<file path="src/rtl/nibble_serial_adder_ctrl.sv">
// nibble_serial_adder_ctrl
// Adds two WIDTH-bit operands through a single 4-bit adder slice, one nibble
// per cycle, least significant nibble first, with the carry chained between
// nibbles. Operands arrive and results leave through valid/ready handshakes.
// Every output comes straight from a flop, so nothing on the outputs depends
// combinationally on in_valid or out_ready.
`timescale 1ns/1ps

module nibble_serial_adder_ctrl #(
  parameter int WIDTH = 16
) (
  input  logic             clk,
  input  logic             rst_n,
  input  logic             in_valid,
  output logic             in_ready,
  input  logic [WIDTH-1:0] a_in,
  input  logic [WIDTH-1:0] b_in,
  output logic             out_valid,
  input  logic             out_ready,
  output logic [WIDTH-1:0] sum_out,
  output logic             cout_out,
  output logic             busy
);

  localparam int N     = WIDTH / 4;
  localparam int IDX_W = (N > 1) ? $clog2(N) : 1;

  // Refuse to elaborate when the operands cannot be split into whole nibbles.
  generate
    if ((WIDTH < 4) || ((WIDTH % 4) != 0)) begin : g_bad_width
      $error("nibble_serial_adder_ctrl: WIDTH must be a multiple of 4 and >= 4");
    end
  endgenerate

  typedef enum logic [1:0] {
    S_IDLE = 2'd0,
    S_RUN  = 2'd1,
    S_DONE = 2'd2
  } state_t;

  state_t           r_state;
  logic [WIDTH-1:0] r_a;
  logic [WIDTH-1:0] r_b;
  logic [WIDTH-1:0] r_sum;
  logic             r_carry;
  logic             r_cout;
  logic [IDX_W-1:0] r_idx;
  logic             r_in_ready;
  logic             r_out_valid;
  logic             r_busy;

  logic [4:0]       w_nib;
  logic             w_last;

  // The shared 4-bit adder slice: current nibble of A and B plus carry-in,
  // kept at 5 bits so the carry-out is never truncated away.
  always_comb begin
    // NOTE: every always_comb output gets a value on every path; leaving one
    // unassigned on some path would make synthesis infer a latch.
    w_nib  = 5'd0;
    w_last = 1'b0;
    w_nib  = {1'b0, r_a[{r_idx, 2'b00} +: 4]}
           + {1'b0, r_b[{r_idx, 2'b00} +: 4]}
           + {4'd0, r_carry};
    w_last = (r_idx == IDX_W'(N - 1));
  end

  // Sequencer FSM with its datapath registers and registered handshake flags.
  always_ff @(posedge clk or negedge rst_n) begin
    if (!rst_n) begin
      r_state     <= S_IDLE;
      r_a         <= '0;
      r_b         <= '0;
      r_sum       <= '0;
      r_carry     <= 1'b0;
      r_cout      <= 1'b0;
      r_idx       <= '0;
      r_in_ready  <= 1'b1;
      r_out_valid <= 1'b0;
      r_busy      <= 1'b0;
    end else begin
      // NOTE: sequential state uses non-blocking assignments only, so every
      // register here samples the values from before this clock edge.
      case (r_state)
        S_IDLE: begin
          if (in_valid) begin
            r_a        <= a_in;
            r_b        <= b_in;
            r_sum      <= '0;
            r_carry    <= 1'b0;
            r_idx      <= '0;
            r_in_ready <= 1'b0;
            r_busy     <= 1'b1;
            r_state    <= S_RUN;
          end
        end

        S_RUN: begin
          r_sum[{r_idx, 2'b00} +: 4] <= w_nib[3:0];
          r_carry                    <= w_nib[4];
          if (w_last) begin
            r_cout      <= w_nib[4];
            r_idx       <= '0;
            r_out_valid <= 1'b1;
            r_state     <= S_DONE;
          end else begin
            r_idx <= r_idx + 1'b1;
          end
        end

        S_DONE: begin
          // Result and carry stay frozen here until the consumer takes them.
          if (out_ready) begin
            r_out_valid <= 1'b0;
            r_in_ready  <= 1'b1;
            r_busy      <= 1'b0;
            r_state     <= S_IDLE;
          end
        end

        default: begin
          r_out_valid <= 1'b0;
          r_in_ready  <= 1'b1;
          r_busy      <= 1'b0;
          r_state     <= S_IDLE;
        end
      endcase
    end
  end

  assign in_ready  = r_in_ready;
  assign out_valid = r_out_valid;
  assign busy      = r_busy;
  assign sum_out   = r_sum;
  assign cout_out  = r_cout;

endmodule

</file>
<file path="config.mk">
export PLATFORM = sky130hd
export DESIGN_NAME = nibble_serial_adder_ctrl
export DESIGN_NICKNAME = d
export VERILOG_FILES = /design/src/rtl/nibble_serial_adder_ctrl.sv
export SDC_FILE = /design/constraint.sdc
export NUM_CORES = 1
export LEC_CHECK = 0
export CAP_MARGIN = 20
export CORE_MARGIN = 1.5
export CORE_UTILIZATION = 55
export CTS_CLUSTER_DIAMETER = 80
export DETAILED_ROUTE_END_ITERATION = 8
export PLACE_DENSITY = 0.84
export SLEW_MARGIN = 0
export SYNTH_ARGS = -nofsm -noshare
export SYNTH_HDL_FRONTEND = slang
export SYNTH_SLANG_ARGS = --single-unit
</file>
<file path="constraint.sdc">
create_clock -name clk -period 5.65 [get_ports clk]
set_clock_uncertainty 0.1 [all_clocks]
set_input_delay 0.565 -clock clk [delete_from_list [all_inputs] [get_ports clk]]
set_output_delay 0.565 -clock clk [all_outputs]
set_load 0.03 [all_outputs]
</file>
==> summary.md, run 1 <==
| Metric | Value |
|---|---|
| Reg-to-Reg Start | `r_idx[0]` |
| Die area | `approximately 5500 µm²` |
| Total GRT Usage | `a little over a fifth` |
| Footprint of the multi-input gates | `between 1000 and 1500 µm²` |
| Final WL | `approximately 5000 µm` |
| Die W | `roughly 74 µm` |
| Power Dens Cells | `between 600 and 700 nW/µm²` |
| Buffers on Ports | `55` |
| CTS tree | `done` |
| # fillers | `around 350` |
| Num CTS Buffers | `9` |
| Area share of the largest cell type after synthesis | `between 50% and 60%` |
| Post-synth cell types | `37` |
| CP Capture Type | `flop` |
| Setup crit start kind | `flop` |
| Worst-Margin Slew | `~0.70 ns` |
| First-pass GRT wire length | `8600 µm` |
| Outcome | `completed` |
| Fin nets | `about 300` |
| Post-route ant nets | `0` |
| Rows | `25` |
| Synth Register Bits | `57` |
| GRT overflow | `0` |
| Place WS | `2.77 ns` |
| Flop2flop setup slack | `roughly 2.7 ns` |
| Total power | `2.20 mW` |
| CP startpoint | `r_idx[0]` |
| Most numerous cell on the critical path | `fa_1` |
| Synth top area cells | `dfrtp_1, mux2_4, mux4_2, ha_1, a22o_1` |
| Placer Congestion | `between 0.8 and 0.9` |
| CTS Root Cell | `clkbuf_8` |
| Layout cells sized above 1 | `between 20 and 25%` |
| CTS Buffer Depth | `2` |
| Average cell area after synthesis | `between 10 and 15 µm²` |
| Slew headroom | `between 50 and 60%` |
| Worst path bufs/invs | `1` |
| Ant diodes | `0` |
| Total number of vias | `~1800` |
| Post-DP Area | `around 3400 µm²` |
| Initial antenna violation count | `0` |
| Top delay family on crit path | `multiplexers` |
| Post-synth top flop | `dfrtp_1` |
| Leakage | `1.59 nW` |
| Slowest CP cell | `dfrtp_1` |
| Crit path DAT | `just over 3 ns` |
| Count of final setup violators | `0` |
| DR pass1 iterations | `4` |
| Post-route insts no fill | `around 330` |
| Req. time, crit path | `approximately 5.8 ns` |
| VDD IR max | `about 0.34 mV` |
| Count leader, synth | `dfrtp_1` |
| Crit Path Class | `reg -> reg` |
| Synth Instances | `around 200` |
| Clock input transition at the sequential cells of the worst setup and hold paths | `approximately 0.060 ns` |
| Detailed Place HPWL | `between 3000 and 4000 µm` |
| Post-synthesis sequential area ratio | `between 50% and 60%` |
| # clock sinks | `between 50 and 60` |
| CTS H-tree depth | `3` |
| Crit-path cells | `mux4_2, fa_1, inv_1, fa_1, nor2b_1, o21ai_0, nand2b_1, mux2_2` |
| Setup_tns | `0 ns` |
| Slew Viols, Final | `0` |
| Critical R2R Capture | `cout_out` |
| Final worst-path cycle share | `51.4%` |
| CTS Hold Buffers Added | `0` |
| Sequential cell area | `1430 µm²` |
| Ranking of synthesized cells by instance count | `dfrtp_1, mux2_4, nand2_1` |
| Yosys top cell by area | `dfrtp_1` |
| Synth async-reset ratio | `100%` |
| Fin. Hold Viols | `0` |
| Post-Syn Nets | `242` |
| Fin worst setup slack | `around 2.7 ns` |
| R2R depth | `8` |
| Tmin final | `around 2.9 ns` |
| EDFF count, synth | `0` |
| Number of gates resized after CTS | `0` |
| Crit path largest cell delay | `a little under 0.8 ns` |
| Post-placement cell count | `around 310` |
| Post-Syn Area | `around 2800 µm²` |
| RSZ-0062 raised after global routing | `no` |
| Starting Density | `roughly 58%` |
| Post-Layout Inst Area | `about 3500 µm²` |
| Hold crit path type | `in -> async` |
| Io pins | `between 50 and 60` |
| Core area | `slightly below 5000 µm²` |
| Vias in the first global route | `around 1800` |
| Max Cap Violations | `0` |
| Die Height | `approximately 74 µm` |
| Yosys warnings | `0` |
| Max frequency | `between 300 and 400 MHz` |
| Vias per cell | `around 5.4` |
| Clk Latency, worst-skew pair | `roughly 0.33 ns` |
| Initial detailed-routing violation count | `85` |
| Crit path max fanout | `15` |
| Pin count of the biggest net entering global routing | `58` |
| Area growth, synth to finish | `26.1%` |
| DRC viols | `0` |
| WL/cell | `~16 µm` |
| Post-CTS Repair Setup Buffers | `0` |
[layout by cell type, fill, tap and decap left out, drive strengths merged]
cell type / count
a21o: 6
a21oi: 4
a22o: 9
and4: 1
buf: 3
clkbuf: 16
clkdlybuf4s50: 54
dfrtp: 56
dfstp: 1
fa: 2
ha: 7
inv: 10
mux2: 33
mux4: 8
nand2: 16
nand2b: 4
nand3: 2
nand4: 1
nor2: 4
nor2b: 5
nor4: 2
nor4b: 1
o21ai: 11
o21bai: 1
o22a: 1
o22ai: 1
o31ai: 1
xnor2: 1
xor2: 1
[sequential cells by signal, summed over array words and instances (netlist names)]
name / flops
sum_out: 16
r_carry: 1
busy: 1
out_valid: 1
r_state: 2
r_idx: 2
r_a: 16
cout_out: 1
in_ready: 1
r_b: 16
[layout make-up]
| class | count | share of cell area (%) |
|---|---|---|
| multi-input combinational | 122 | 35.6 |
| inverter | 10 | 1.06 |
| tap | 67 | 2.38 |
| sequential | 57 | 40.5 |
| clock buffer | 16 | 4.54 |
| timing repair buffer | 57 | 15.9 |
[worst reg2reg max path, stage by stage (launching register included)]
cell      delay (ns)
dfrtp_1         0.78
mux4_2          0.61
fa_1            0.43
inv_1           0.08
fa_1            0.20
nor2b_1         0.05
o21ai_0         0.16
nand2b_1        0.11
mux2_2          0.27
[through the flow]
stage / util (%) / hold WS [ns]
global route: 73.2 / 0.334
detailed placement: 69.9 / 0.369
floorplan: - / 0.169
CTS: 73.2 / 0.292
global placement: 69.9 / 0.368
finish: 73.2 / 0.264
[cells by family after synthesis]
group	after synthesis	synth area share (%)
multiplexers	41	24.0
flip-flops	57	51.1
AND/OR/NAND/NOR	36	7.25
adder cells (fa/ha/maj)	9	4.57
buffers and inverters	18	3.98
AO/OA/AOI/OAI	34	8.46
XOR/XNOR	2	0.627
[worst max path at each step]
stage / endpoint / slack [ns] / cells after the start
final: cout_out / 2.75 / 8
after global routing: cout_out / 2.50 / 8
after CTS: cout_out / 2.72 / 8
after detailed placement: cout_out / 2.77 / 8
after global placement: cout_out / 2.82 / 8
after floorplan: cout_out / 3.11 / 9
[power by group]
| part | switching [mW] | total [mW] | internal [mW] | leakage (nW) |
|---|---|---|---|---|
| Sequential | 0.164 | 0.753 | 0.590 | 0.702 |
| Combinational | 0.549 | 1.13 | 0.584 | 0.804 |
| Clock | 0.144 | 0.316 | 0.172 | 0.0790 |
| Total | 0.857 | 2.20 | 1.35 | 1.59 |
[layer usage]
layer  global-route usage [%]  vias to the layer above  wire [µm]
met5                        0                        -          0
met1                     28.7                      873       2320
li1                         -                      824          -
met3                     4.34                       14        218
met2                     32.4                       58       2450
met4                     13.1                        0        146
(Power assumes the default switching activity.)
==> run 2, diff against run 1 <==
Settings changed: CORE_UTILIZATION 55 to 51, PLACE_DENSITY 0.84 to 0.79.
Clock period 5.65 ns to 2.8 ns, I/O delays scaled along.
==> run 2 against run 1 <==
Cell area up 2.9%. Sequential share of layout area decreased by 1.1 points. Core utilization shrank 3.5 points. Fmax up 14%. Wire length grew 4.8%. Clock power increased to 2.5 times the previous value. Combinational power is 110% higher. Die area rose by 7.5%. Largest power group unchanged.
==> summary.md, run 2 (same netlist as run 1, synthesis figures left out) <==
| Metric | Value |
|---|---|
| Fin. Hold Viols | `0 (unchanged)` |
| Top Metal Used | `met4` |
| CTS Root Cell | `clkbuf_8` |
| Area growth, synth to finish | `29.8%` |
| DRC viols | `0 (unchanged)` |
| Sw Ratio | `38.0% (-0.94 points)` |
| Initial detailed-routing violation count | `100 (+18%)` |
| Placer Congestion | `0.829 (+3.6%)` |
| Final WL | `5380 µm (+4.8%)` |
| Rows | `26 (+4.0%)` |
| Pin count of the biggest net entering global routing | `58 (unchanged)` |
| # clock sinks | `57 (unchanged)` |
| Clock input transition at the sequential cells of the worst setup and hold paths | `0.06 ns (about the same)` |
| CTS Buffer Depth | `2 (unchanged)` |
| Initial antenna violation count | `0 (unchanged)` |
| Setup_tns | `0 ns (unchanged)` |
| Num CTS Buffers | `9 (unchanged)` |
| Power Dens Cells | `1280 nW/µm² (+110%)` |
| Slew headroom | `64.0% (+11 points)` |
| Logic gate share of total power | `50.7% (-0.7 points)` |
| VDD IR max | `0.635 mV (+86%)` |
| Max frequency | `393 MHz (+14%)` |
| DR WL met3 | `318 µm (+46%)` |
| Final worst-path cycle share | `90.9% (+39 points)` |
| Met2 wire length | `2550 µm (+4.1%)` |
| Clk Latency, worst-skew pair | `0.34 ns (about the same)` |
| First-pass GRT wire length | `8870 µm (+3.1%)` |
| DR pass1 iterations | `4 (unchanged)` |
| Footprint of the multi-input gates | `1260 µm² (unchanged)` |
| WL/cell | `16.1 µm (+2.9%)` |
| Detailed Place HPWL | `3880 µm (+5.6%)` |
| Die W | `77.0 µm (+3.7%)` |
| Total number of vias | `1830 (+3.4%)` |
| Req. time, crit path | `2.92 ns (-2.84 ns)` |
| Post-CTS Repair Setup Buffers | `0 (unchanged)` |
| Fin nets | `305 (+0.99%)` |
| Count of final setup violators | `0 (unchanged)` |
| Tmin final | `2.54 ns (-0.361 ns)` |
| Die Height | `77.0 µm (+3.7%)` |
| Outcome | `completed` |
| Post-route ant nets | `0 (unchanged)` |
| Crit path max fanout | `9 (-6)` |
| Internal power | `2.89 mW (+110%)` |
| Slew Viols, Final | `0 (unchanged)` |
| Ant diodes | `0 (unchanged)` |
| Layout cells sized above 1 | `24.9% (+2.4 points)` |
| Crit path DAT | `2.67 ns (-0.35 ns)` |
| Setup crit start kind | `flop` |
| Sequential power share | `32.3% (-1.9 points)` |
| Worst-Margin Slew | `0.539 ns (-0.159 ns)` |
| CTS tree | `done` |
| Vias in the first global route | `1861 (+2.9%)` |
| CP Capture Type | `flop` |
| Post-Layout Inst Area | `3630 µm² (+2.9%)` |
| Hold crit path type | `in -> async` |
| Max Cap Violations | `0 (unchanged)` |
| Post-DP Area | `3410 µm² (+1.3%)` |
| # fillers | `375 (+8.1%)` |
| Most common cell after layout, fill and taps aside | `dfrtp_1` |
| Vias per cell | `5.46 (+1.6%)` |
| Clk pwr share | `17.0% (+2.6 points)` |
| Core area | `5200 µm² (+8.1%)` |
| M1 WL | `2340 µm (+0.56%)` |
| GRT overflow | `0 (unchanged)` |
| Total GRT Usage | `20.2% (-1.3 points)` |
| Crit Path Class | `reg -> reg` |
| Leakage | `1.63 nW (+3.1%)` |
| Starting Density | `53.7% (-4.3 points)` |
| Commonest non-fill, non-tap cells in the layout | `dfrtp_1, clkdlybuf4s50_1, mux2_4, nand2_1, clkbuf_8` |
| Sequential cell area | `1430 µm² (about the same)` |
| CTS H-tree depth | `3 (unchanged)` |
| Die area | `5930 µm² (+7.5%)` |
| Buffers on Ports | `55 (unchanged)` |
| RSZ-0062 raised after global routing | `no` |
| Sw Pwr | `1.77 mW (+110%)` |
| Io pins | `56 (unchanged)` |
run 2: cell types whose count changed in the layout (fill, tap and decap cells not counted), sizes merged:
cell,delta
buf,+2
bufinv,+1
clkbuf,-2
clkinv,+1
dlygate4sd3,+1
run 2: power groups by stage:
stage | clock, mW | sequential, mW | combinational [mW]
2_1_floorplan | 0 | 1.54 | 1.66
3_3_place_gp | 0 | 1.49 | 2.30
3_5_place_dp | 0 | 1.51 | 2.35
4_1_cts | 0.806 | 1.50 | 2.36
5_1_grt | 0.845 | 1.55 | 2.55
6_report | 0.795 | 1.50 | 2.36
run 2: final cells by class:
cell class | count | area share [%]
Clock buffer | 14 | 4.76
Clock inverter | 2 | 0.966
Timing Repair Buffer | 60 | 16.8
Sequential cell | 57 | 39.4
Inverter | 10 | 1.03
Multi-Input combinational cell | 122 | 34.6
Tap cell | 70 | 2.41
run 2: critical path: stages (launching register included):
cell,delay (ns)
dfrtp_2,0.46
buf_4,0.22
mux4_1,0.59
ha_1,0.32
a21o_1,0.18
a21oi_1,0.16
xnor2_1,0.16
a22o_1,0.23
run 2: routing by layer:
metal / vias to the layer above / GRT usage, %
met5: - / 0
li1: 837 / -
met1: 904 / 25.4
met3: 16 / 4.76
met4: 0 / 14.2
met2: 73 / 30.6
run 2: per-stage QoR:
step                      setup slack [ns]  total power, mW  hold WS (ns)  instances  util, %
after floorplan                      0.264             3.20        -0.116        197        -
after global placement               0.238             3.79         0.197        318     65.5
after detailed placement             0.164             3.86         0.202        318     65.5
after CTS                            0.157             4.67         0.384        335     69.7
after global routing                0.0808             4.94         0.424        335     69.7
final                                0.256             4.66         0.365        335     69.7
run 2: worst paths after layout:
check / start / to / slack [ns] / cells past startpoint
min reg2reg: sum_out[5] / sum_out[5] / 0.39 / 2
max: r_idx[0] / sum_out[11] / 0.26 / 7
min: rst_n / r_a[4] / 0.37 / 3
min in group clk: sum_out[5] / sum_out[5] / 0.39 / 2
max in group asynchronous: rst_n / in_ready / 1.96 / 3
max reg2reg: r_idx[0] / sum_out[11] / 0.26 / 7
run 2: what timing repair did:
item,in CTS,in global routing
hold buffers,1,0
endpoints found under the hold margin,56,0
resized for setup,0,1
endpoints found under the setup margin,0,4
==> run 3, diff against run 2 <==
Settings changed: PLACE_DENSITY 0.79 to not set, PLACE_DENSITY_LB_ADDON set to 0.2.
==> run 3 against run 2 <==
Sequential share of layout area up 0.10 points. Total power down 1.9%. Hold slack gained 0.013 ns. Global-route usage is 0.17 points lower. Cell area shrank 0.34%. Clock power decreased by 7.7%. Worst setup slack got worse by 0.039 ns. Largest cell class unchanged. Critical endpoint is now cout_out. Non-clock buffer count grew 1. Critical path depth up 1. Via count is 3.7% lower. Wire length fell by 3.8%. Die area unchanged.
==> summary.md, run 3 (same netlist as run 1, synthesis figures left out) <==
| Metric | Value |
|---|---|
| Max frequency | `387 MHz (-1.5%)` |
| Area growth, synth to finish | `29.4%` |
| Sequential cell area | `1430 µm² (about the same)` |
| Sequential power share | `32.8% (+0.5 points)` |
| Ant diodes | `0 (unchanged)` |
| Outcome | `completed` |
| Buffers on Ports | `55 (unchanged)` |
| Detailed Place HPWL | `3730 µm (-3.8%)` |
| Sw Pwr | `1.73 mW (-2.3%)` |
| Die W | `77.0 µm (unchanged)` |
| Die area | `5930 µm² (unchanged)` |
| Sw Ratio | `37.8% (-0.15 points)` |
| VDD IR max | `0.589 mV (-7.3%)` |
| Total power | `4.57 mW (-1.9%)` |
| Max Cap Violations | `0 (unchanged)` |
| Die Height | `77.0 µm (unchanged)` |
| Most common cell after layout, fill and taps aside | `dfrtp_1` |
| Post-DP Area | `3420 µm² (+0.22%)` |
| Worst Hold Slack | `0.378 ns (+0.0127 ns)` |
| Setup_tns | `0 ns (unchanged)` |
| Final WL | `5180 µm (-3.8%)` |
| Req. time, crit path | `2.91 ns (about the same)` |
| Fin. Hold Viols | `0 (unchanged)` |
| Internal power | `2.84 mW (-1.7%)` |
| RSZ-0062 raised after global routing | `no` |
| CP startpoint | `r_idx[0]` |
| Fin worst setup slack | `0.217 ns (-0.0394 ns)` |
| Crit path max fanout | `6 (-3)` |
| Commonest non-fill, non-tap cells in the layout | `dfrtp_1, clkdlybuf4s50_1, mux2_4, nand2_1, clkbuf_8` |
| Placer Congestion | `0.826 (-0.45%)` |
| Most numerous cell on the critical path | `fa_1` |
| Crit path DAT | `2.69 ns (+0.02 ns)` |
| Footprint of the multi-input gates | `1260 µm² (unchanged)` |
| Vias in the first global route | `1788 (-3.9%)` |
| Core area | `5200 µm² (unchanged)` |
| Initial detailed-routing violation count | `153 (+53%)` |
| Count of final setup violators | `0 (unchanged)` |
| DR pass1 iterations | `4 (unchanged)` |
| Slew Viols, Final | `0 (unchanged)` |
| Number of gates resized after CTS | `0 (unchanged)` |
| Reg-to-Reg Start | `r_idx[0]` |
| Num CTS Buffers | `9 (unchanged)` |
| Fin nets | `306 (+0.33%)` |
| Logic gate share of total power | `51.1% (+0.4 points)` |
| Crit path largest cell delay | `0.56 ns (-0.03 ns)` |
| Setup crit start kind | `flop` |
| Leakage | `1.63 nW (-0.19%)` |
| Tmin final | `2.58 ns (+0.0394 ns)` |
| Hold crit path type | `in -> async` |
| Rows | `26 (unchanged)` |
| Place WS | `0.214 ns (+0.0503 ns)` |
| CP Capture Type | `flop` |
| Total GRT Usage | `20.0% (-0.17 points)` |
| Vias per cell | `5.25 (-3.9%)` |
| CTS Buffer Depth | `2 (unchanged)` |
| Pin count of the biggest net entering global routing | `58 (unchanged)` |
| # fillers | `391 (+4.3%)` |
| Slew headroom | `66.6% (+2.5 points)` |
| Final worst-path cycle share | `92.3% (+1.4 points)` |
| Power Dens Cells | `1260 nW/µm² (-1.6%)` |
| Io pins | `56 (unchanged)` |
| Post-route ant nets | `0 (unchanged)` |
| Post-CTS Repair Setup Buffers | `0 (unchanged)` |
| Initial antenna violation count | `0 (unchanged)` |
| CTS Root Cell | `clkbuf_8` |
| Starting Density | `53.7% (unchanged)` |
| Post-Layout Inst Area | `3620 µm² (-0.34%)` |
| CTS H-tree depth | `3 (unchanged)` |
| DRC viols | `0 (unchanged)` |
| Clock input transition at the sequential cells of the worst setup and hold paths | `0.06 ns (about the same)` |
| Crit Path Class | `reg -> reg` |
| Layout cells sized above 1 | `24.4% (-0.47 points)` |
| Clk Latency, worst-skew pair | `0.33 ns (about the same)` |
| # clock sinks | `57 (unchanged)` |
| Worst-Margin Slew | `0.501 ns (-0.0379 ns)` |
| Post-placement cell count | `319 (+0.31%)` |
| Total number of vias | `1763 (-3.7%)` |
| CTS Hold Buffers Added | `1 (unchanged)` |
| First-pass GRT wire length | `8960 µm (+1.0%)` |
| Crit-path cells | `mux4_2, fa_1, inv_1, fa_1, nor2b_1, o21ai_0, nand2b_1, mux2_2` |
| WL/cell | `15.4 µm (-4.1%)` |
| CTS tree | `done` |
| Clk pwr share | `16.1% (-0.9 points)` |
| Slowest CP cell | `mux4_2` |
| Final Core Density | `69.5% (-0.24 points)` |
| Post-route insts no fill | `336 (+0.30%)` |
| GRT overflow | `0 (unchanged)` |
run 3: power groups by stage:
stage	registers [mW]	clock network, mW	logic, mW
after global placement	1.50	0	2.31
after floorplan	1.54	0	1.66
after global routing	1.55	0.797	2.57
after detailed placement	1.51	0	2.35
after CTS	1.50	0.749	2.36
final	1.50	0.734	2.34
run 3: worst paths after layout:
| check | endpoint | slack [ns] | depth (start not counted) |
|---|---|---|---|
| worst max-delay path | cout_out | 0.22 | 8 |
| worst min-delay path | busy | 0.38 | 3 |
| worst max register to register | cout_out | 0.22 | 8 |
| worst min register to register | sum_out[10] | 0.38 | 2 |
| max in group asynchronous | in_ready | 1.94 | 3 |
| min in group clk | sum_out[10] | 0.38 | 2 |
run 3: area by class of cell:
class	count	area share, %
Clock buffer	13	4.12
Inverter	10	1.04
Tap cell	70	2.42
Clock inverter	3	1.11
Multi-Input combinational cell	122	34.7
Timing Repair Buffer	61	17.1
Sequential cell	57	39.5
run 3: layer usage:
layer,global-route usage [%],vias to the layer above,share of wire [%]
li1,-,835,-
met4,8.73,0,2.0
met5,0,-,0
met2,31.2,46,47
met1,26.9,870,47
met3,4.40,12,3.8
run 3: critical path: cells and delay by family (launching register included):
kind | cells | cell delay (ns)
flip-flops | 1 | 0.50
adder cells (fa/ha/maj) | 2 | 0.63
AO/OA/AOI/OAI | 1 | 0.17
buffers and inverters | 1 | 0.09
AND/OR/NAND/NOR | 2 | 0.15
multiplexers | 2 | 0.83
==> variant 1, RTL diff (settings of run 3) <==
The 3 states of `state_t` get a one-hot encoding in 3 bits.
--- a/src/rtl/nibble_serial_adder_ctrl.sv
+++ b/src/rtl/nibble_serial_adder_ctrl.sv
@@ -34,6 +34,6 @@
 
-  typedef enum logic [1:0] {
-    S_IDLE = 2'd0,
-    S_RUN  = 2'd1,
-    S_DONE = 2'd2
+  typedef enum logic [2:0] {
+    S_IDLE = 3'b001,
+    S_RUN  = 3'b010,
+    S_DONE = 3'b100
   } state_t;
Check against the original RTL: same outputs for any inputs over 10 cycles, from zero or initial values and one cycle with rst_n low; not proved beyond that.
==> variant 1 against run 3 <==
- combinational power fell by 15%
- sequential cell count rose by 1
- final area rose by 6.2%
- global-route usage rose by 0.52 points
- wire length rose by 8.7%
- synthesized area rose by 6.9%
- power fell by 4.4%
- setup slack got worse by 0.0057 ns
- critical path type unchanged
- critical endpoint is now sum_out[7]$_DFFE_PN0P_
==> variant 1: results (changes against run 3) <==
{
  "route": {
    "detail_route.wirelength.met1": {"value": 2530, "unit": "µm", "change": "+4.4%"},
    "routed_length_on_met3": {"value": 191, "unit": "µm", "change": "-4.0%"},
    "met2RoutedLength": {"value": 2770, "unit": "µm", "change": "+13%"},
    "postRouteWirelength": {"value": 5630, "unit": "µm", "change": "+8.7%"},
    "drt-initial-drc-count": {"value": 160, "change": "+4.6%"}
  },
  "finish": {
    "multi_input_area": {"value": 1370, "unit": "µm²", "change": "+9.3%"},
    "final-seq-area": {"value": 1450, "unit": "µm²", "change": "+1.8%"},
    "layout.clock_buffers": {"value": 12, "change": "-1"},
    "final.signal_buffer_count": {"value": 62, "change": "+1.6%"},
    "fill_cells": {"value": 441, "change": "+13%"},
    "area_share_clock_buf_inv": {"value": 6.36, "unit": "%", "change": "+1.1 points"},
    "flops_and_latches": {"value": 58, "change": "+1.8%"}
  },
  "logic_synthesis": {
    "post_synth_num_cell_types": {"value": 46, "change": "+24%"},
    "synth.top_cells.by_area": "sky130_fd_sc_hd__dfrtp_1 47%, sky130_fd_sc_hd__mux2_4 15%, sky130_fd_sc_hd__mux4_2 5.3%, sky130_fd_sc_hd__ha_1 3.8%, sky130_fd_sc_hd__buf_12 2.0%"
  },
  "setup_path": {
    "crit_slowest_cell": "sky130_fd_sc_hd__dfrtp_1",
    "critPathArrivalTime": {"value": 2.70, "unit": "ns", "change": "about the same"},
    "cp_max_fo": {"value": 7, "change": "+1"},
    "timing.critical_path.max_delay_family": "flip-flops"
  },
  "global_routing": {
    "maximum_number_of_pins_on_one_net_before_global_route_repair": {"value": 35, "change": "-40%"},
    "grt.met1_usage": {"value": 26.4, "unit": "%", "change": "-0.56 points"},
    "vias_in_the_first_global_route": {"value": 1919, "change": "+7.3%"},
    "met2_resource_use_gr": {"value": 32.6, "unit": "%", "change": "+1.4 points"}
  },
  "outcome": {
    "run_status": "complete, no violations"
  },
  "power_and_ir_drop": {
    "pwr_density_cell": {"value": 1140, "unit": "nW/µm²", "change": "-9.9%"},
    "power.share.combinational": {"value": 45.8, "unit": "%", "change": "-5.3 points"}
  },
  "place": {
    "placed_cell_area": {"value": 3580, "unit": "µm²", "change": "+4.9%"}
  }
}
-- variant 1: cell types whose count changed after synthesis, moves of 3 or more --
cell,before,now
sky130_fd_sc_hd__o21ai_1,0,5
sky130_fd_sc_hd__o22ai_1,1,4
sky130_fd_sc_hd__o21ai_0,9,6
sky130_fd_sc_hd__a22o_1,9,3
sky130_fd_sc_hd__nand2_1,16,10
sky130_fd_sc_hd__buf_12,0,3
sky130_fd_sc_hd__a21o_1,6,3
sky130_fd_sc_hd__nand3b_1,0,4
sky130_fd_sc_hd__inv_1,9,14
sky130_fd_sc_hd__nand2b_1,4,1
sky130_fd_sc_hd__nor2_1,4,11
sky130_fd_sc_hd__a21oi_1,4,8
-- variant 1: kinds of logic after synthesis --
| group | after synthesis | synth area share, % |
|---|---|---|
| compound gates | 39 | 8.62 |
| xor+xnor | 2 | 0.586 |
| mux | 40 | 22.0 |
| simple gates | 43 | 9.63 |
| buf+inv | 23 | 5.44 |
| fa+ha+maj | 11 | 5.11 |
| flops | 58 | 48.6 |
==> variant 2, RTL diff (config.mk and constraints of run 3) <==
Made on the original files. The parameter `WIDTH` goes from 16 to 8.
--- a/src/rtl/nibble_serial_adder_ctrl.sv
+++ b/src/rtl/nibble_serial_adder_ctrl.sv
@@ -9,3 +9,3 @@
 module nibble_serial_adder_ctrl #(
-  parameter int WIDTH = 16
+  parameter int WIDTH = 8
 ) (
Ports: changed (resized a_in, b_in and sum_out); port bits go from 56 to 32. The function was not compared with the original's and may differ.
==> variant 2 against run 3 <==
- core utilization is 1.5 points lower
- synthesized area fell by 46%
- wire length is 48% lower
- setup slack gained 0.32 ns
- sequential cell count is 25 lower
- power fell by 49%
- final area fell by 48%
- clock power decreased by 63%
- critical endpoint unchanged
- largest cell class unchanged
==> variant 2: results (changes against run 3) <==
{
  "setup_path": {
    "max_stage_delay": {"value": 0.43, "unit": "ns", "change": "-0.13 ns"},
    "r2r_setup_slack": {"value": 0.54, "unit": "ns", "change": "+0.32 ns"},
    "timing.critical_path.max_delay_family": "adder cells",
    "reg2regPathDepth": {"value": 6, "change": "-2"},
    "critPathArrivalTime": {"value": 2.37, "unit": "ns", "change": "-0.32 ns"},
    "timing.rr.start": "r_idx$_DFFE_PN0P_",
    "crit_slowest_cell": "sky130_fd_sc_hd__fa_1",
    "cp_max_fo": {"value": 3, "change": "-3"}
  },
  "finish": {
    "num-nets-final": {"value": 172, "change": "-44%"},
    "final_layout_size_suffix_gt1_share": {"value": 29.1, "unit": "%", "change": "+4.6 points"}
  },
  "global_routing": {
    "vias_in_the_first_global_route": {"value": 968, "change": "-46%"},
    "met2_resource_use_gr": {"value": 27.4, "unit": "%", "change": "-3.8 points"},
    "grt.met1_usage": {"value": 24.8, "unit": "%", "change": "-2.1 points"},
    "grt_first_pass_wirelength": {"value": 4530, "unit": "µm", "change": "-49%"},
    "maximum_number_of_pins_on_one_net_before_global_route_repair": {"value": 33, "change": "-43%"},
    "grt.total_usage": {"value": 18.6, "unit": "%", "change": "-1.4 points"}
  },
  "power_and_ir_drop": {
    "power.leakage": {"value": 0.000835, "unit": "µW", "change": "-49%"},
    "net_switching_component_of_the_power": {"value": 897, "unit": "µW", "change": "-48%"},
    "vdd_ir_drop_max": {"value": 0.771, "unit": "mV", "change": "+31%"}
  },
  "sta": {
    "max_transition_margin": {"value": 73.4, "unit": "%", "change": "+6.8 points"}
  },
  "place": {
    "finalWeightedCongestion": {"value": 0.712, "change": "-14%"},
    "detailedPlacementHpwl": {"value": 2000, "unit": "µm", "change": "-46%"},
    "placed_cell_area": {"value": 1830, "unit": "µm²", "change": "-46%"}
  },
  "logic_synthesis": {
    "syn_avg_cell_area": {"value": 13.7, "unit": "µm²", "change": "-3.6%"},
    "synth.top_cells.by_area": "sky130_fd_sc_hd__dfrtp_1 52%, sky130_fd_sc_hd__mux2_2 18%, sky130_fd_sc_hd__a22o_1 3.5%, sky130_fd_sc_hd__fa_1 2.7%, sky130_fd_sc_hd__ha_1 2.5%",
    "fraction_of_the_yosys_area_taken_by_sequential_cells": {"value": 53.3, "unit": "%", "change": "+2.2 points"},
    "post_synth_num_cell_types": {"value": 30, "change": "-19%"},
    "synth_common_cells": "31 x sky130_fd_sc_hd__dfrtp_1, 24 x sky130_fd_sc_hd__mux2_2, 6 x sky130_fd_sc_hd__a22o_1",
    "synth_fp_nets": {"value": 135, "change": "-44%"}
  },
  "clock_tree": {
    "cts_max_level": {"value": 2, "change": "-1"},
    "clk_root_buffer_cell": "sky130_fd_sc_hd__clkbuf_4",
    "tritoncts.num_buffers": {"value": 5, "change": "-4"},
    "cts.clk_slew.worst_paths": {"value": 0.10, "unit": "ns", "change": "+0.04 ns"}
  },
  "route": {
    "routed_via_density": {"value": 5.54, "change": "+5.5%"},
    "postRouteWirelength": {"value": 2690, "unit": "µm", "change": "-48%"}
  },
  "outcome": {
    "run_status": "complete, no violations"
  }
}
variant 2: cell families (layout without fill, tap and decap cells):
logic type | count (synthesis) | in the layout | synth area share (%)
AOI/OAI and AO/OA | 21 | 21 | 10.3
xor gates and xnor gates | 1 | 1 | 0.582
adders and majority gates | 5 | 5 | 5.15
buffers and inverters | 8 | 46 | 4.41
DFF | 32 | 32 | 53.3
muxes | 24 | 24 | 18.0
and+or+nand+nor | 19 | 19 | 8.31
variant 2: area by class of cell:
cell class / instances / area (µm²)
timing repair buffer: 35 / 340
sequential: 32 / 802
fill: 221 / 891
tap: 31 / 38.8
clock inverter: 2 / 10.0
inverter: 3 / 11.3
multi-input combinational: 70 / 637
clock buffer: 6 / 51.3
variant 2: power by group through the flow:
stage | clock [µW] | combinational (µW) | sequential, µW
after global placement | 0 | 1240 | 812
after global routing | 301 | 1360 | 848
after CTS | 283 | 1280 | 818
after detailed placement | 0 | 1280 | 828
after floorplan | 0 | 862 | 895
final | 274 | 1260 | 814
variant 2: how the worst max path moves through the flow:
stage	start	end	slack, ns	cells after the start
finish	r_idx$_DFFE_PN0P_	cout_out$_DFFE_PN0P_	0.54	6
global route	r_idx$_DFFE_PN0P_	cout_out$_DFFE_PN0P_	0.43	6
CTS	r_idx$_DFFE_PN0P_	cout_out$_DFFE_PN0P_	0.53	6
detailed placement	r_idx$_DFFE_PN0P_	cout_out$_DFFE_PN0P_	0.53	6
global placement	r_idx$_DFFE_PN0P_	cout_out$_DFFE_PN0P_	0.62	6
floorplan	r_idx$_DFFE_PN0P_	cout_out$_DFFE_PN0P_	0.38	7
variant 2: stage by stage:
stage | hold WS [ns] | worst slack, ns
floorplan | -0.116 | 0.379
global placement | 0.384 | 0.617
CTS | 0.246 | 0.526
global route | 0.262 | 0.431
finish | 0.239 | 0.540
detailed placement | 0.389 | 0.532
